--- config.mk ---
export PLATFORM = sky130hd
export DESIGN_NAME = vector_mem_unit
export DESIGN_NICKNAME = d
export VERILOG_FILES = /design/src/rtl/vector_mem_unit.sv
export SDC_FILE = /design/constraint.sdc
export NUM_CORES = 1
export LEC_CHECK = 0
export BUFFER_PORTS_ARGS = -buffer_cell sky130_fd_sc_hd__buf_4
export CELL_PAD_IN_SITES_DETAIL_PLACEMENT = 0
export CELL_PAD_IN_SITES_GLOBAL_PLACEMENT = 1
export CORE_UTILIZATION = 43
export DETAILED_ROUTE_END_ITERATION = 12
export GPL_ROUTABILITY_DRIVEN = 0
export HOLD_SLACK_MARGIN = 0.08
export MAX_ROUTING_LAYER = met4
export PLACE_DENSITY = 0.87
export SYNTH_ARGS = -nofsm -noshare
export SYNTH_HDL_FRONTEND = slang
export SYNTH_SLANG_ARGS = --single-unit
export TNS_END_PERCENT = 10
--- constraint.sdc ---
create_clock -name clk -period 6.3 [get_ports clk]
set_input_delay 0.63 -clock clk [delete_from_list [all_inputs] [get_ports clk]]
set_output_delay 0.63 -clock clk [all_outputs]
set_load 0.03 [all_outputs]
--- src/rtl/vector_mem_unit.sv ---
// Load/store unit that drives port A of the six-bank main memory.
// Scalar and unit-stride vector requests issue as one access. Strided vector
// requests issue as six pipelined scalar accesses, one per cycle. Read returns
// are gathered into a 72-bit lane vector and reported with a one-cycle pulse.
module vector_mem_unit #(
  parameter int ADDR_W       = 19,
  parameter int LANE_W       = 12,
  parameter int LANES        = 6,
  parameter int READ_LATENCY = 1,
  parameter int MEM_WORDS    = 393216
) (
  input  logic                    clk,
  input  logic                    rst_n,
  input  logic                    req_valid,
  output logic                    req_ready,
  input  logic                    req_write,
  input  logic                    req_vector,
  input  logic [ADDR_W-1:0]       req_addr,
  input  logic [7:0]              req_stride,
  input  logic [LANES*LANE_W-1:0] req_wdata,
  output logic                    resp_valid,
  output logic [LANES*LANE_W-1:0] resp_rdata,
  output logic                    resp_err,
  output logic                    busy,
  output logic                    mem_modeSel,
  output logic [ADDR_W-1:0]       mem_address_a,
  output logic [LANES*LANE_W-1:0] mem_data_a,
  output logic                    mem_wren,
  input  logic [LANES*LANE_W-1:0] mem_q_a
);

  localparam int VEC_W = LANES * LANE_W;
  localparam int IDX_W = (LANES > 1) ? $clog2(LANES) : 1;
  localparam logic [IDX_W-1:0] LAST_LANE = IDX_W'(LANES - 1);

  // RESP is kept in the encoding as the completion point; the response is
  // registered on the edge back into IDLE so the next request can be accepted
  // while resp_valid is high.
  typedef enum logic [2:0] {
    IDLE    = 3'd0,
    UNIT    = 3'd1,
    STRIDED = 3'd2,
    DRAIN   = 3'd3,
    RESP    = 3'd4
  } state_t;

  state_t state_q, state_d;

  // Latched request fields and strided walk state
  logic [ADDR_W-1:0] cur_addr_q;
  logic [7:0]        stride_q;
  logic [VEC_W-1:0]  wdata_q;
  logic              write_q;
  logic [IDX_W-1:0]  lane_q;

  // Issue decision for the current edge
  logic              accept;
  logic              issue_en;
  logic [ADDR_W-1:0] issue_addr;
  logic [VEC_W-1:0]  issue_data;
  logic              issue_mode;
  logic              issue_write;
  logic              issue_err;
  logic [IDX_W-1:0]  issue_lane;
  logic              issue_full;
  logic              done;
  logic              pending;

  // Read-return tracking shift register: stage 0 is loaded on the issue edge,
  // the last stage lines up with mem_q_a holding that issue's data.
  logic              vld_p  [0:READ_LATENCY];
  logic [IDX_W-1:0]  idx_p  [0:READ_LATENCY];
  logic              err_p  [0:READ_LATENCY];
  logic              full_p [0:READ_LATENCY];

  logic [VEC_W-1:0]  gather_q, gather_d;
  logic              err_q;

  function automatic logic word_oob(input logic [ADDR_W-1:0] a);
    return {1'b0, a} >= (ADDR_W+1)'(MEM_WORDS);
  endfunction

  // A unit vector touches addr..addr+LANES-1; the last word decides.
  function automatic logic vec_oob(input logic [ADDR_W-1:0] a);
    return ({1'b0, a} + (ADDR_W+1)'(LANES - 1)) >= (ADDR_W+1)'(MEM_WORDS);
  endfunction

  function automatic logic [LANE_W-1:0] lane_of(input logic [VEC_W-1:0] v,
                                                input logic [IDX_W-1:0] k);
    return v[k*LANE_W +: LANE_W];
  endfunction

  function automatic logic [VEC_W-1:0] zext_lane(input logic [LANE_W-1:0] l);
    return {{(VEC_W-LANE_W){1'b0}}, l};
  endfunction

  assign accept    = req_valid && (state_q == IDLE);
  assign req_ready = (state_q == IDLE);
  assign busy      = (state_q != IDLE);

  // Reads still travelling towards the capture stage (last stage excluded).
  always_comb begin
    pending = 1'b0;
    for (int i = 0; i < READ_LATENCY; i++) pending = pending | vld_p[i];
  end

  // State register
  always_ff @(posedge clk or negedge rst_n) begin
    if (!rst_n) state_q <= IDLE;
    else        state_q <= state_d;
  end

  // Next-state, issue selection and completion detection
  always_comb begin
    state_d     = state_q;
    issue_en    = 1'b0;
    issue_addr  = cur_addr_q;
    issue_data  = '0;
    issue_mode  = 1'b0;
    issue_write = write_q;
    issue_err   = 1'b0;
    issue_lane  = lane_q;
    issue_full  = 1'b0;
    done        = 1'b0;
    case (state_q)
      IDLE: begin
        if (req_valid) begin
          issue_en    = 1'b1;
          issue_addr  = req_addr;
          issue_write = req_write;
          issue_lane  = '0;
          if (!req_vector || (req_stride == 8'd1)) begin
            state_d    = UNIT;
            issue_mode = req_vector;
            issue_full = req_vector;
            issue_data = req_vector ? req_wdata : zext_lane(req_wdata[LANE_W-1:0]);
            issue_err  = req_vector ? vec_oob(req_addr) : word_oob(req_addr);
          end else begin
            state_d    = STRIDED;
            issue_data = zext_lane(req_wdata[LANE_W-1:0]);
            issue_err  = word_oob(req_addr);
          end
        end
      end
      UNIT: begin
        if (!pending) begin
          done    = 1'b1;
          state_d = IDLE;
        end else begin
          state_d = DRAIN;
        end
      end
      STRIDED: begin
        issue_en   = 1'b1;
        issue_addr = cur_addr_q;
        issue_data = zext_lane(lane_of(wdata_q, lane_q));
        issue_err  = word_oob(cur_addr_q);
        if (lane_q == LAST_LANE) state_d = DRAIN;
      end
      DRAIN: begin
        if (!pending) begin
          done    = 1'b1;
          state_d = IDLE;
        end
      end
      default: state_d = IDLE;
    endcase
  end

  // Merge the read return sitting in the last tracking stage into the lanes
  always_comb begin
    gather_d = gather_q;
    if (vld_p[READ_LATENCY]) begin
      if (full_p[READ_LATENCY]) begin
        gather_d = err_p[READ_LATENCY] ? '0 : mem_q_a;
      end else begin
        gather_d[idx_p[READ_LATENCY]*LANE_W +: LANE_W] =
          err_p[READ_LATENCY] ? '0 : mem_q_a[LANE_W-1:0];
      end
    end
  end

  // Control part of the request: store flag and strided lane counter
  always_ff @(posedge clk or negedge rst_n) begin
    if (!rst_n) begin
      lane_q  <= '0;
      write_q <= 1'b0;
    end else if (accept) begin
      lane_q  <= IDX_W'(1);
      write_q <= req_write;
    end else if (state_q == STRIDED) begin
      lane_q  <= lane_q + IDX_W'(1);
    end
  end

  // Data part of the request, tracking tags and gather lanes (no reset needed:
  // all are reloaded on acceptance or qualified by a reset valid bit)
  always_ff @(posedge clk) begin
    if (accept) begin
      wdata_q    <= req_wdata;
      stride_q   <= req_stride;
      cur_addr_q <= req_addr + ADDR_W'(req_stride);
    end else if (state_q == STRIDED) begin
      cur_addr_q <= cur_addr_q + ADDR_W'(stride_q);
    end
    // ---- tracking stage 0 | stages 1..READ_LATENCY ----
    idx_p[0]  <= issue_lane;
    err_p[0]  <= issue_err;
    full_p[0] <= issue_full;
    for (int i = 1; i <= READ_LATENCY; i++) begin
      idx_p[i]  <= idx_p[i-1];
      err_p[i]  <= err_p[i-1];
      full_p[i] <= full_p[i-1];
    end
    gather_q <= accept ? '0 : gather_d;
    if (accept)        err_q <= issue_err;
    else if (issue_en) err_q <= err_q | issue_err;
  end

  // Read-return valid shift register; reset discards in-flight returns
  always_ff @(posedge clk or negedge rst_n) begin
    if (!rst_n) begin
      for (int i = 0; i <= READ_LATENCY; i++) vld_p[i] <= 1'b0;
    end else begin
      vld_p[0] <= issue_en && !issue_write;
      for (int i = 1; i <= READ_LATENCY; i++) vld_p[i] <= vld_p[i-1];
    end
  end

  // Registered memory port; out-of-range issues never write
  always_ff @(posedge clk or negedge rst_n) begin
    if (!rst_n) begin
      mem_modeSel   <= 1'b0;
      mem_address_a <= '0;
      mem_data_a    <= '0;
      mem_wren      <= 1'b0;
    end else if (issue_en) begin
      mem_modeSel   <= issue_mode;
      mem_address_a <= issue_addr;
      mem_data_a    <= issue_data;
      mem_wren      <= issue_write && !issue_err;
    end else begin
      mem_modeSel   <= 1'b0;
      mem_wren      <= 1'b0;
    end
  end

  // One-cycle response; stores leave the previous read data in place
  always_ff @(posedge clk or negedge rst_n) begin
    if (!rst_n) begin
      resp_valid <= 1'b0;
      resp_err   <= 1'b0;
      resp_rdata <= '0;
    end else begin
      resp_valid <= done;
      resp_err   <= done && err_q;
      if (done && !write_q) resp_rdata <= gather_d;
    end
  end

endmodule

Yosys cells after proc, flatten, opt, wreduce, memory -nomap -nowiden
Memories as Yosys holds them, arrays and structs flattened.
Index checks and enable logic that the tools add are counted.
{"block": "word_totals", "mem_count": 3, "ramBits": 10, "reg_bits": 348, "inputBits": 176, "elab_cells": 98}
{"block": "classes", "reduce_logical": 16, "n_bitwise": 1, "mux": 40, "n_lt_le_gt_ge": 3, "eq_ne": 8, "shift": 3, "n_addsub": 5, "mul": 2}
{"memory": "idx_p", "depth": 2, "width": 3, "rd": 2, "rd_ports_with_merged_regs": 0, "wr": 2, "line": "72", "source": "logic [IDX_W-1:0] idx_p [0:READ_LATENCY];"}
{"memory": "err_p", "depth": 2, "width": 1, "rd": 2, "rd_ports_with_merged_regs": 0, "wr": 2, "line": "73", "source": "logic err_p [0:READ_LATENCY];"}
{"memory": "full_p", "depth": 2, "width": 1, "rd": 2, "rd_ports_with_merged_regs": 0, "wr": 2, "line": "74", "source": "logic full_p [0:READ_LATENCY];"}
{"cell": "$mux 72", "n": 6}
{"cell": "$pmux 72 s2", "n": 1}
{"cell": "$mux 19", "n": 4}
{"cell": "$bwmux 72", "n": 1}
{"cell": "$shift 12x34->72 const A", "n": 1}
{"cell": "$shiftx 12x34->72", "n": 1}
{"cell": "$shiftx 72x8->12", "n": 1}
{"cell": "$add 19x8->19", "n": 2}
{"cell": "$ge 19x19->1 const B", "n": 2}
{"cell": "$neg 7->34", "n": 1}
{"cell": "$mux 3", "n": 7}
{"cell": "$add 19x3->20 const B", "n": 1}
{"cell": "$ge 20x19->1 const B", "n": 1}
{"cell": "$mux 1", "n": 15}
{"cell": "$mux 12", "n": 1}
{"cell": "$pmux 3 s4", "n": 1}
{"cell": "$mul 3x2->5 const B", "n": 2}
{"cell": "$eq 8x1->1 const B", "n": 1}
{"cell": "$eq 3x2->1 const B", "n": 2}
{"cell": "$ne 2x2->1 const B", "n": 3}
{"cell": "$logic_and 1x1->1", "n": 5}
{"cell": "$logic_not 1->1", "n": 4}
{"cell": "$mux 2", "n": 2}
{"cell": "$pmux 1 s2", "n": 2}
{"cell": "10 further kinds", "n": 11}

Depth between registers and ports, before layout
Gate-level depths: netlist of the first run.
{"block": "logic_depth", "depth_word": 9, "depth_mapped": 15, "mapped_depth_nobuf": 12}

Worst setup path before layout of the first run
OpenSTA, ideal clock, no wires.
{"block": "synth_timing", "kind": "register to register", "startpoint": "register state_q[1]", "endpoint": "register stride_q[0] (enable)", "path_buffers": 2, "stages_incl_launch_ff": 6, "t_required_ns": 5.825, "arrival_time_ns": 4.040, "slack_ns": 1.785, "setup_time_ns": 0.475, "path_cell_list": "dfrtp_1 > nor2_1 > nand2_1 > clkinv_1 > clkbuf_1 > buf_1"}
{"block": "synth_between", "elab_chain_cells": 2}
{"item": "start: declaration", "line": "47", "source": "state_t state_q, state_d;"}
{"item": "start signal: assignment", "line": "110", "source": "else state_q <= state_d;"}
{"item": "$logic_not 3->1"}
{"item": "net req_ready", "line": "15", "source": "output logic req_ready,"}
{"item": "$logic_and 1x1->1", "line": "97", "source": "assign accept = req_valid && (state_q == IDLE);"}
{"item": "net accept", "line": "57", "source": "logic accept;"}
{"item": "end signal: assignment", "line": "201", "source": "stride_q <= req_stride;"}
{"item": "end: declaration", "line": "51", "source": "logic [7:0] stride_q;"}
The timed path passes the listed nets, and every way through them passes these cells.
A chain may end at the register's enable or synchronous reset.

==> impl_metrics.py, run 1 <==
metrics = {
    "min_path": {
        "min_path_type": "in2async",
    },
    "synthesis": {
        "yosysSeqAreaShare": 0.5433,
        "synth_edf_count": 100,
        "async_reset_ff_frac": 0.4902,
        "synth_flop_cell": "dfrtp_1",
        "syn-num-nets": 1761,
        "synthTopCellsByArea": "dfrtp_1 (26%), edfxtp_1 (18%), dfxtp_1 (9.9%), nand2_1 (3.8%), a22o_1 (3.4%)",
        "synth_area_leader_cell": "dfrtp_1",
        "syn_area_mm2": 0.01661,
        "yosysWarnings": 0,
        "synth_top_area_frac": 0.2637,
        "ys_top_cells_by_count": "dfrtp_1 (175), nand2_1 (169), nor2_1 (148), edfxtp_1 (100), o21ai_0 (85)",
        "yosysUniqueCellTypes": 78,
        "syn_inst": 1557,
        "synth_seq_cells": 357,
        "yosysMostFrequentCell": "dfrtp_1",
        "syn_avg_cell_area_um2": 10.67,
    },
    "die": {
        "core_area_mm2": 0.03784,
        "dieArea_mm2": 0.03942,
        "start_util": 0.4389,
        "die_w_um": 198.5,
        "io_pins": 345,
        "rows": 71,
        "die_h_um": 198.5,
    },
    "setup_path": {
        "cp-startpoint": "idx_p[0][5]$_DFF_P_",
        "crit_end": "resp_rdata[6]$_DFFE_PN0P_",
        "cp_max_fo": 25,
        "reg2reg_from": "idx_p[0][5]$_DFF_P_",
        "reg2reg_slack_ns": 1.18,
        "worstSetupStartpointType": "flop",
        "crit_type": "reg2reg",
        "worst_setup_path_end_kind": "flop",
        "r2r_end": "resp_rdata[6]$_DFFE_PN0P_",
        "worstPathArrival_ns": 5.53,
        "r2r.worst_path.cells": 11,
        "cp_data_required_time_ns": 6.72,
    },
    "clocking": {
        "cts_resized": 0,
        "cts_made_buffers": 39,
        "clk_path_buf_depth": 3,
        "cts_hold_buf": 0,
        "cts_sinks": 357,
        "clock_latency_ns": 0.59,
        "htree_levels": 2,
        "clkTransAtPathRegs_ns": 0.06,
        "post_cts.repair.setup_buffers": 0,
        "cts_tree": "yes",
        "cts_root_buf": "clkbuf_16",
    },
    "finish": {
        "area_growth_pct": 25.66,
        "final_cells": 2402,
        "fill_cells": 3353,
        "nNetsFinal": 2062,
        "drive_above_1_share": 0.2583,
    },
    "drt": {
        "wl_um": 50320,
        "vias_per_cell": 5.701,
        "wire_per_inst_um": 20.95,
        "drc": 0,
        "drtAntennaViolNets": 0,
        "drt_iter0_drc": 1105,
        "dr_total_vias": 13690,
        "firstDrtPassIters": 7,
    },
    "timing": {
        "relSlewSlack": 0.3213,
        "finalSetupViolCount": 0,
        "clock.fmax_ghz": 0.1954,
        "rsz0062_at_grt": "false",
        "finalClockSkew_ns": 0.03494,
        "min_period_ns": 5.118,
        "worstMarginPinSlew_ns": 1.017,
        "finalMaxSlewViolations": 0,
        "post-route-period-util": 0.8124,
        "tns_ns": 0,
        "finalHoldViolations": 0,
    },
    "job": {
        "maxCapViolCount": 0,
    },
    "global_routing": {
        "grt_pass1_vias": 13410,
        "antenna_found_initial": 2,
        "gr-total-overflow": 0,
        "grt_usage": 0.2620,
        "grt_pass1_wl_um": 76600,
        "grt_max_degree": 102,
    },
    "pwr": {
        "ir_drop_mv": 0.3388,
        "cellLeakagePower_uw": 0.009225,
        "power.density_mw_per_mm2": 525.4,
    },
    "status": {
        "status": "completed",
    },
    "placed_design": {
        "dpl.cell_count": 2328,
        "hpwl_um": 35830,
        "numPortBuffers": 344,
    },
}
-- layout make-up --
class,count,area (µm²),share of cell area
Tap cell,511,639.4,0.03063
Timing Repair Buffer,364,2739,0.1312
Antenna cell,2,5.005,0.0002398
Inverter,38,147.6,0.007074
Clock buffer,56,1100,0.05269
Multi-Input combinational cell,1058,7043,0.3374
Sequential cell,357,9025,0.4324
Clock inverter,16,173.9,0.008332
-- state kept, by name, summed over array words and instances, names as in the netlist, 2 cells and up --
signal and flops:
gather_q 72, mem_data_a 72, resp_rdata 72, wdata_q 72, cur_addr_q 19, mem_address_a 19
stride_q 8, idx_p 6, lane_q 3, err_p 2, full_p 2, state_q 2
-- how the worst min path moves through the flow --
stage | start | to | slack [ns] | cells past startpoint
after floorplan | err_p[0][0]$_DFF_P_ | err_p[0][1]$_DFF_P_ | 0.31 | 0
after global placement | full_p[0][0]$_DFF_P_ | full_p[0][1]$_DFF_P_ | 0.31 | 0
after detailed placement | full_p[0][0]$_DFF_P_ | full_p[0][1]$_DFF_P_ | 0.31 | 0
after CTS | rst_n | mem_data_a[51]$_DFFE_PN0P_ | 0.20 | 1
after global routing | req_wdata[6] | wdata_q[6]$_DFFE_PP_ | 0.21 | 1
final | rst_n | resp_rdata[12]$_DFFE_PN0P_ | 0.19 | 1
-- layer usage --
metal	global-route usage	share of wire	vias up
met3	0.05375	0.078	104
met2	0.4094	0.47	596
met5	-	0	-
met1	0.3349	0.42	6617
met4	0.1017	0.033	0
li1	-	-	6376
-- where the power goes --
group	switching [µW]	total, µW	internal [µW]	leakage (µW)
logic	3390	5200	1800	0.00472
registers	385	3510	3120	0.00389
clock network	981	2260	1280	0.000614
total	4760	11000	6210	0.00923
-- stage by stage --
step	hold slack [ns]	area, µm²	setup slack (ns)	power (µW)	util
2_1_floorplan	0.3096	16610	1.785	7100	-
3_3_place_gp	0.3103	19590	1.469	8596	0.5178
3_5_place_dp	0.3147	19590	1.305	8705	0.5178
4_1_cts	0.1951	20870	1.257	10990	0.5514
5_1_grt	0.2096	20870	0.8801	11610	0.5515
6_report	0.1918	20870	1.182	10970	0.5515
-- logic make-up after synthesis --
kind of cell / after synthesis / share of synthesized area
and+or+nand+nor: 495 / 0.1401
AOI/OAI and AO/OA: 418 / 0.1806
DFF: 357 / 0.5433
buffers and inverters: 142 / 0.03450
muxes: 77 / 0.05748
xor gates and xnor gates: 40 / 0.02154
adders and majority gates: 28 / 0.02245
-- placed cells by master, fill, tap and decap left out, types with 19 or more instances in the layout --
cell type,Yosys,final
xor2_1,23,23
inv_1,36,36
dfrtp_1,175,175
a21oi_1,50,50
nand3_1,34,34
dfxtp_1,82,81
a22o_1,64,64
buf_4,3,363
o21ai_0,85,85
mux2i_1,38,38
nor3_1,20,19
nand2_1,169,168
and2_1,19,19
edfxtp_1,100,100
mux2_2,27,27
a31oi_1,34,34
clkbuf_16,0,39
a22oi_1,26,26
a221oi_1,32,32
ha_1,25,25
nor2_1,148,146
-- worst max-delay path, cell delays in order, from the launching register on --
cell and delay, ns:
dfxtp_1 0.85, inv_1 0.21, fa_1 0.63, xor2_1 0.81, and3_1 0.27, ha_1 0.24, nand4bb_1 0.27, or4b_1 0.73
o31ai_4 0.32, a31oi_1 0.15, a222oi_1 0.38, o21ai_0 0.12
Power figures use the tool's default switching activity.
==> run 2: changes to the inputs <==
--- a/config.mk
+++ b/config.mk
@@ -5,15 +5,16 @@
 export SDC_FILE = /design/constraint.sdc
 export NUM_CORES = 1
 export LEC_CHECK = 0
+export ABC_AREA = 1
 export BUFFER_PORTS_ARGS = -buffer_cell sky130_fd_sc_hd__buf_4
 export CELL_PAD_IN_SITES_DETAIL_PLACEMENT = 0
 export CELL_PAD_IN_SITES_GLOBAL_PLACEMENT = 1
-export CORE_UTILIZATION = 43
+export CORE_UTILIZATION = 37
 export DETAILED_ROUTE_END_ITERATION = 12
 export GPL_ROUTABILITY_DRIVEN = 0
 export HOLD_SLACK_MARGIN = 0.08
 export MAX_ROUTING_LAYER = met4
-export PLACE_DENSITY = 0.87
+export PLACE_DENSITY = 0.83
 export SYNTH_ARGS = -nofsm -noshare
 export SYNTH_HDL_FRONTEND = slang
 export SYNTH_SLANG_ARGS = --single-unit
==> constraint.sdc (replaced) <==
create_clock -name clk -period 4.7 [get_ports clk]
set_input_delay 0.47 -clock clk [delete_from_list [all_inputs] [get_ports clk]]
set_output_delay 0.47 -clock clk [all_outputs]
set_load 0.03 [all_outputs]
==> impl_metrics.py, run 2 <==
metrics = {
    "timing": {
        "worstMarginPinSlew_ns": 1.016,
        "finalMaxSlewViolations": 0,
        "timing.final.ws_setup_ns": 0.8149,
        "finalHoldViolations": 0,
        "tns_ns": 0,
        "finalClockSkew_ns": 0.02290,
        "rsz0062_at_grt": "false",
        "finalSetupViolCount": 0,
        "relSlewSlack": 0.3230,
        "min_period_ns": 3.885,
        "post-route-period-util": 0.8266,
        "clock.fmax_ghz": 0.2574,
    },
    "setup_path": {
        "crit_type": "reg2reg",
        "worst_setup_path_end_kind": "flop",
        "worstPathArrival_ns": 4.31,
        "cp_data_required_time_ns": 5.12,
        "worstSetupStartpointType": "flop",
        "cp_max_fo": 16,
    },
    "clocking": {
        "cts_resized": 0,
        "cts_sinks": 357,
        "clkTransAtPathRegs_ns": 0.06,
        "clk_path_buf_depth": 3,
        "cts_root_buf": "clkbuf_16",
        "clock_latency_ns": 0.58,
        "htree_levels": 2,
        "cts_tree": "yes",
        "cts_made_buffers": 41,
    },
    "pwr": {
        "seq_power_share": 0.280,
        "ir_drop_mv": 0.3585,
        "switchingPower_uw": 8481,
        "netSwitchingFraction": 0.4806,
        "p_int_uw": 9167,
        "pwr-share-comb": 0.533,
        "cellLeakagePower_uw": 0.01199,
        "clockPowerShare": 0.188,
        "power.density_mw_per_mm2": 749.2,
    },
    "status": {
        "status": "completed",
    },
    "global_routing": {
        "grt_pass1_vias": 17010,
        "grt_max_degree": 157,
        "gr-total-overflow": 0,
        "grt_usage": 0.2451,
        "antenna_found_initial": 2,
        "grt_pass1_wl_um": 94160,
    },
    "finish": {
        "multi_input_area_mm2": 0.007961,
        "drive_above_1_share": 0.1680,
        "register_area_mm2": 0.009025,
        "area_growth_pct": 28.98,
        "nNetsFinal": 3017,
        "final_cell_mix": "nand2_1 (928), buf_4 (357), nand3_1 (290)",
        "layout_commonest_cell": "nand2_1",
        "fill_cells": 4925,
    },
    "drt": {
        "firstDrtPassIters": 8,
        "wl_um": 60220,
        "dr_total_vias": 17480,
        "drtAntennaViolNets": 0,
        "wire_per_inst_um": 17.15,
        "vias_per_cell": 4.977,
        "drt_iter0_drc": 1361,
        "drc": 0,
    },
    "die": {
        "io_pins": 345,
        "die_h_um": 224.2,
        "rows": 81,
        "start_util": 0.3739,
        "core_area_mm2": 0.04885,
        "die_w_um": 224.2,
        "dieArea_mm2": 0.05025,
    },
    "synthesis": {
        "ys_top_cells_by_count": "nand2_1 (928), nand3_1 (290), nor2_1 (199), inv_1 (198), dfrtp_1 (175)",
        "synth_seq_cells": 357,
        "async_reset_ff_frac": 0.4902,
        "yosysMostFrequentCell": "nand2_1",
        "synthTopCellsByArea": "dfrtp_1 (24%), nand2_1 (19%), edfxtp_1 (16%), dfxtp_1 (9.0%), nand3_1 (7.9%)",
        "synth_flop_cell": "dfrtp_1",
        "synth_top_area_frac": 0.2398,
        "syn_area_mm2": 0.01826,
        "syn_avg_cell_area_um2": 7.454,
        "syn_inst": 2450,
        "synth_edf_count": 100,
        "syn-num-nets": 2654,
        "yosysSeqAreaShare": 0.4941,
        "yosysWarnings": 0,
        "synth_area_leader_cell": "dfrtp_1",
        "yosysUniqueCellTypes": 47,
    },
    "placed_design": {
        "numPortBuffers": 344,
        "pre_cts_slack_ns": 0.8527,
        "hpwl_um": 41690,
    },
    "job": {
        "maxCapViolCount": 0,
    },
    "min_path": {
        "min_path_type": "in2reg",
    },
}
[run 2: changes by cell type in the layout (fill, tap and decap cells not counted), sizes merged, moves of 27 or more]
cell / change
nand2: +768
nand3: +257
inv: +174
dlygate4sd3: +78
a22o: -64
nor2: +59
o21ai: +54
mux2i: -37
a221oi: -34
a31oi: -31
mux2: -27
[run 2: cells by family after synthesis]
family	Yosys count	share of synthesized area
flops	357	0.4941
buf+inv	333	0.07159
compound gates	235	0.07023
mux	1	0.0005481
simple gates	1481	0.3349
xor+xnor	15	0.008221
fa+ha+maj	28	0.02042
[run 2: timing repair]
item / CTS / global route
hold buffers: 78 / 0
hold endpoints to repair: 146 / 0
buffers inserted: 0 / 0
[run 2: power by group through the flow]
stage / registers (µW) / clock network, µW / logic (µW)
after floorplan: 5690 / 0 / 5720
after global placement: 4970 / 0 / 9230
after detailed placement: 4980 / 0 / 9330
after CTS: 4940 / 3390 / 9420
after global routing: 5050 / 3500 / 10500
final: 4930 / 3310 / 9400
[run 2: per-stage QoR]
stage / hold slack (ns) / util / cells / instance area (µm²) / power [µW]
6_report: 0.1105 / 0.4822 / 3512 / 23560 / 17650
5_1_grt: 0.09185 / 0.4822 / 3512 / 23560 / 19020
4_1_cts: 0.08149 / 0.4821 / 3510 / 23550 / 17750
3_5_place_dp: 0.3128 / 0.4375 / 3356 / 21370 / 14310
3_3_place_gp: 0.3141 / 0.4375 / 3356 / 21370 / 14190
2_1_floorplan: 0.1744 / - / 2450 / 18260 / 11400
[run 2: worst max-delay path, stage by stage, from the launching register on]
cell     delay (ns)
dfxtp_1        0.67
ha_1           0.29
inv_1          0.06
fa_1           0.37
nand2_1        0.10
nand2_1        0.14
nand2_1        0.15
inv_1          0.08
ha_1           0.49
inv_1          0.21
nor2_2         0.13
buf_4          0.23
nand4_1        0.22
nand2_1        0.19
o21ai_1        0.10
nand3_1        0.08
nand3_1        0.10
nand2_1        0.10
nor2_1         0.04
[run 2: metal layers]
layer  wire, µm  up-vias  global-route usage
met5          0        -                   -
met4       1698        0             0.08042
met3       4062       91             0.04289
met2      28360      615              0.3934
met1      26100     8198              0.3131
li1           -     8576                   -
[run 2: area by class of cell]
type | count | area share
Sequential cell | 357 | 0.3831
Multi-Input combinational cell | 1760 | 0.3380
Timing Repair Buffer | 438 | 0.1492
Clock buffer | 57 | 0.04951
Tap cell | 664 | 0.03527
Inverter | 215 | 0.03479
Clock inverter | 19 | 0.009880
Antenna cell | 2 | 0.0002125
[run 2: final timing paths]
check	depth (start not counted)	startpoint	slack [ns]	to
min in group asynchronous	2	rst_n	0.47	resp_rdata[42]$_DFFE_PN0P_
max in group asynchronous	3	rst_n	3.14	mem_data_a[68]$_DFFE_PN0P_
worst max register to register	18	idx_p[0][3]$_DFF_P_	0.81	gather_q[39]$_SDFF_PP0_
worst min register to register	0	idx_p[0][2]$_DFF_P_	0.33	idx_p[0][5]$_DFF_P_
worst min-delay path	1	req_wdata[19]	0.11	wdata_q[19]$_DFFE_PP_
worst max-delay path	18	idx_p[0][3]$_DFF_P_	0.81	gather_q[39]$_SDFF_PP0_
==> run 3: changes to the inputs <==
==> constraint.sdc (replaced) <==
create_clock -name clk -period 3.32 [get_ports clk]
set_input_delay 0.332 -clock clk [delete_from_list [all_inputs] [get_ports clk]]
set_output_delay 0.332 -clock clk [all_outputs]
set_load 0.03 [all_outputs]
==> impl_metrics.py, run 3 (synthesis gave the netlist of run 2 again) <==
metrics = {
    "status": {
        "status": "completed",
    },
    "global_routing": {
        "grt_pass1_wl_um": 94850,
        "grt_max_degree": 144,
        "grt_pass1_vias": 17270,
        "grt_usage": 0.2473,
        "gr-total-overflow": 0,
        "antenna_found_initial": 3,
    },
    "timing": {
        "timing.final.ws_setup_ns": 0.1530,
        "post-route-period-util": 0.9539,
        "relSlewSlack": 0.2907,
        "clock.fmax_ghz": 0.3158,
        "rsz0062_at_grt": "true",
        "min_period_ns": 3.167,
        "worstMarginPinSlew_ns": 1.064,
        "finalMaxSlewViolations": 0,
        "finalHoldViolations": 0,
        "finalSetupViolCount": 0,
        "finalClockSkew_ns": 0.01864,
    },
    "pwr": {
        "switchingPower_uw": 12130,
        "power.density_mw_per_mm2": 1059,
        "netSwitchingFraction": 0.4788,
        "pwr-share-comb": 0.549,
        "cellLeakagePower_uw": 0.01218,
        "p_int_uw": 13200,
        "clockPowerShare": 0.176,
        "seq_power_share": 0.274,
        "ir_drop_mv": 0.8264,
    },
    "placed_design": {
        "dpl.cell_count": 3392,
        "pre_cts_slack_ns": 0.07210,
        "hpwl_um": 42910,
        "numPortBuffers": 344,
    },
    "drt": {
        "firstDrtPassIters": 8,
        "dr_total_vias": 17670,
        "drc": 0,
        "wl_um": 60970,
        "vias_per_cell": 4.963,
        "drtAntennaViolNets": 0,
        "drt_iter0_drc": 1637,
        "wire_per_inst_um": 17.12,
    },
    "die": {
        "rows": 81,
        "dieArea_mm2": 0.05025,
        "die_h_um": 224.2,
        "core_area_mm2": 0.04885,
        "start_util": 0.3739,
        "die_w_um": 224.2,
        "io_pins": 345,
    },
    "clocking": {
        "cts_made_buffers": 41,
        "clkTransAtPathRegs_ns": 0.06,
        "clock_latency_ns": 0.59,
        "clk_path_buf_depth": 3,
        "cts_root_buf": "clkbuf_16",
        "cts_sinks": 357,
        "cts_tree": "yes",
        "htree_levels": 2,
    },
    "finish": {
        "layout_commonest_cell": "nand2_1",
        "drive_above_1_share": 0.1780,
        "nNetsFinal": 3064,
        "fill_cells": 4827,
        "area_growth_pct": 30.89,
        "final_cell_mix": "nand2_1 (923), buf_4 (393), nand3_1 (288)",
        "final_cells": 3561,
    },
    "setup_path": {
        "worstPathBufferInverterCount": 4,
        "cp_slowest_cell": "fa_1",
        "cp_max_fo": 8,
        "cp_data_required_time_ns": 3.79,
        "worstSetupStartpointType": "flop",
        "worst_setup_path_end_kind": "flop",
        "max_stage_delay_ns": 0.38,
        "critPathTopFamily": "simple AND/OR/NAND/NOR gates",
        "path_cells": "ha_1 > inv_1 > fa_1 > inv_1 > nand2_1 > nand2_1 > nand2_2 > inv_1 > ha_4 > inv_1 > nor3_1 > nand3_1 > nand2_1 > o211ai_1 > nand2_1 > nand2_1 > nand3_1 > nand2_1",
        "crit_top_cell": "nand2_1",
        "worstPathArrival_ns": 3.64,
        "crit_type": "reg2reg",
    },
    "min_path": {
        "min_path_type": "in2reg",
    },
    "job": {
        "maxCapViolCount": 0,
    },
}
[run 3: layout make-up]
type	instances	area, µm²	area share
diodes	4	10.01	0.0004188
clock buffers	68	1187	0.04968
clock inverters	8	120.1	0.005025
inverters	215	819.5	0.03429
multi-input cells	1760	8011	0.3352
flip-flops and latches	357	9026	0.3776
well taps	664	830.8	0.03476
repair buffers	485	3897	0.1631
[run 3: per-layer routing]
layer,vias up,GRT usage,share of wire
met2,694,0.3871,0.46
met3,127,0.04158,0.071
met1,8184,0.3218,0.44
li1,8668,-,-
met5,-,-,0
met4,0,0.08970,0.032
[run 3: per-stage QoR]
| stage | util | area [µm²] | TNS (ns) | total power, µW | hold slack (ns) |
|---|---|---|---|---|---|
| 4_1_cts | 0.4876 | 23820 | 0 | 25260 | 0.08470 |
| 2_1_floorplan | - | 18270 | 0 | 16130 | 0.03641 |
| 5_1_grt | 0.4893 | 23900 | -0.06303 | 27280 | 0.1280 |
| 3_5_place_dp | 0.4430 | 21640 | 0 | 20580 | 0.3178 |
| 3_3_place_gp | 0.4430 | 21640 | 0 | 20400 | 0.3159 |
| 6_report | 0.4893 | 23900 | 0 | 25320 | 0.1053 |
[run 3: worst paths after layout]
check	startpoint	to	slack (ns)	depth (start not counted)
max in group asynchronous	rst_n	resp_rdata[66]$_DFFE_PN0P_	2.05	3
worst min register to register	full_p[0][0]$_DFF_P_	full_p[0][1]$_DFF_P_	0.33	0
worst max register to register	idx_p[0][4]$_DFF_P_	resp_rdata[6]$_DFFE_PN0P_	0.15	18
worst min-delay path	mem_q_a[45]	resp_rdata[45]$_DFFE_PN0P_	0.11	5
min in group asynchronous	rst_n	resp_rdata[39]$_DFFE_PN0P_	0.36	2
worst max-delay path	idx_p[0][4]$_DFF_P_	resp_rdata[6]$_DFFE_PN0P_	0.15	18
[run 3: worst min-delay path, stage by stage]
cell     delay, ns
buf_4         0.08
nand2_1       0.06
nand3_2       0.08
nand3_1       0.06
nand2_1       0.05
[run 3: power groups by stage]
stage                     Sequential [µW]  Clock [µW]  Combinational (µW)
after floorplan                      8040           0                8100
after global placement               6990           0               13400
after detailed placement             7000           0               13600
after CTS                            6950        4590               13700
after global routing                 7100        4720               15500
final                                6940        4470               13900
[run 3: what timing repair did]
| action | CTS | global route |
|---|---|---|
| hold buffers | 87 | 0 |
| endpoints found under the setup margin | 0 | 139 |
| endpoints found under the hold margin | 247 | 0 |
| buffers inserted | 0 | 2 |
| gates resized for setup | 0 | 16 |
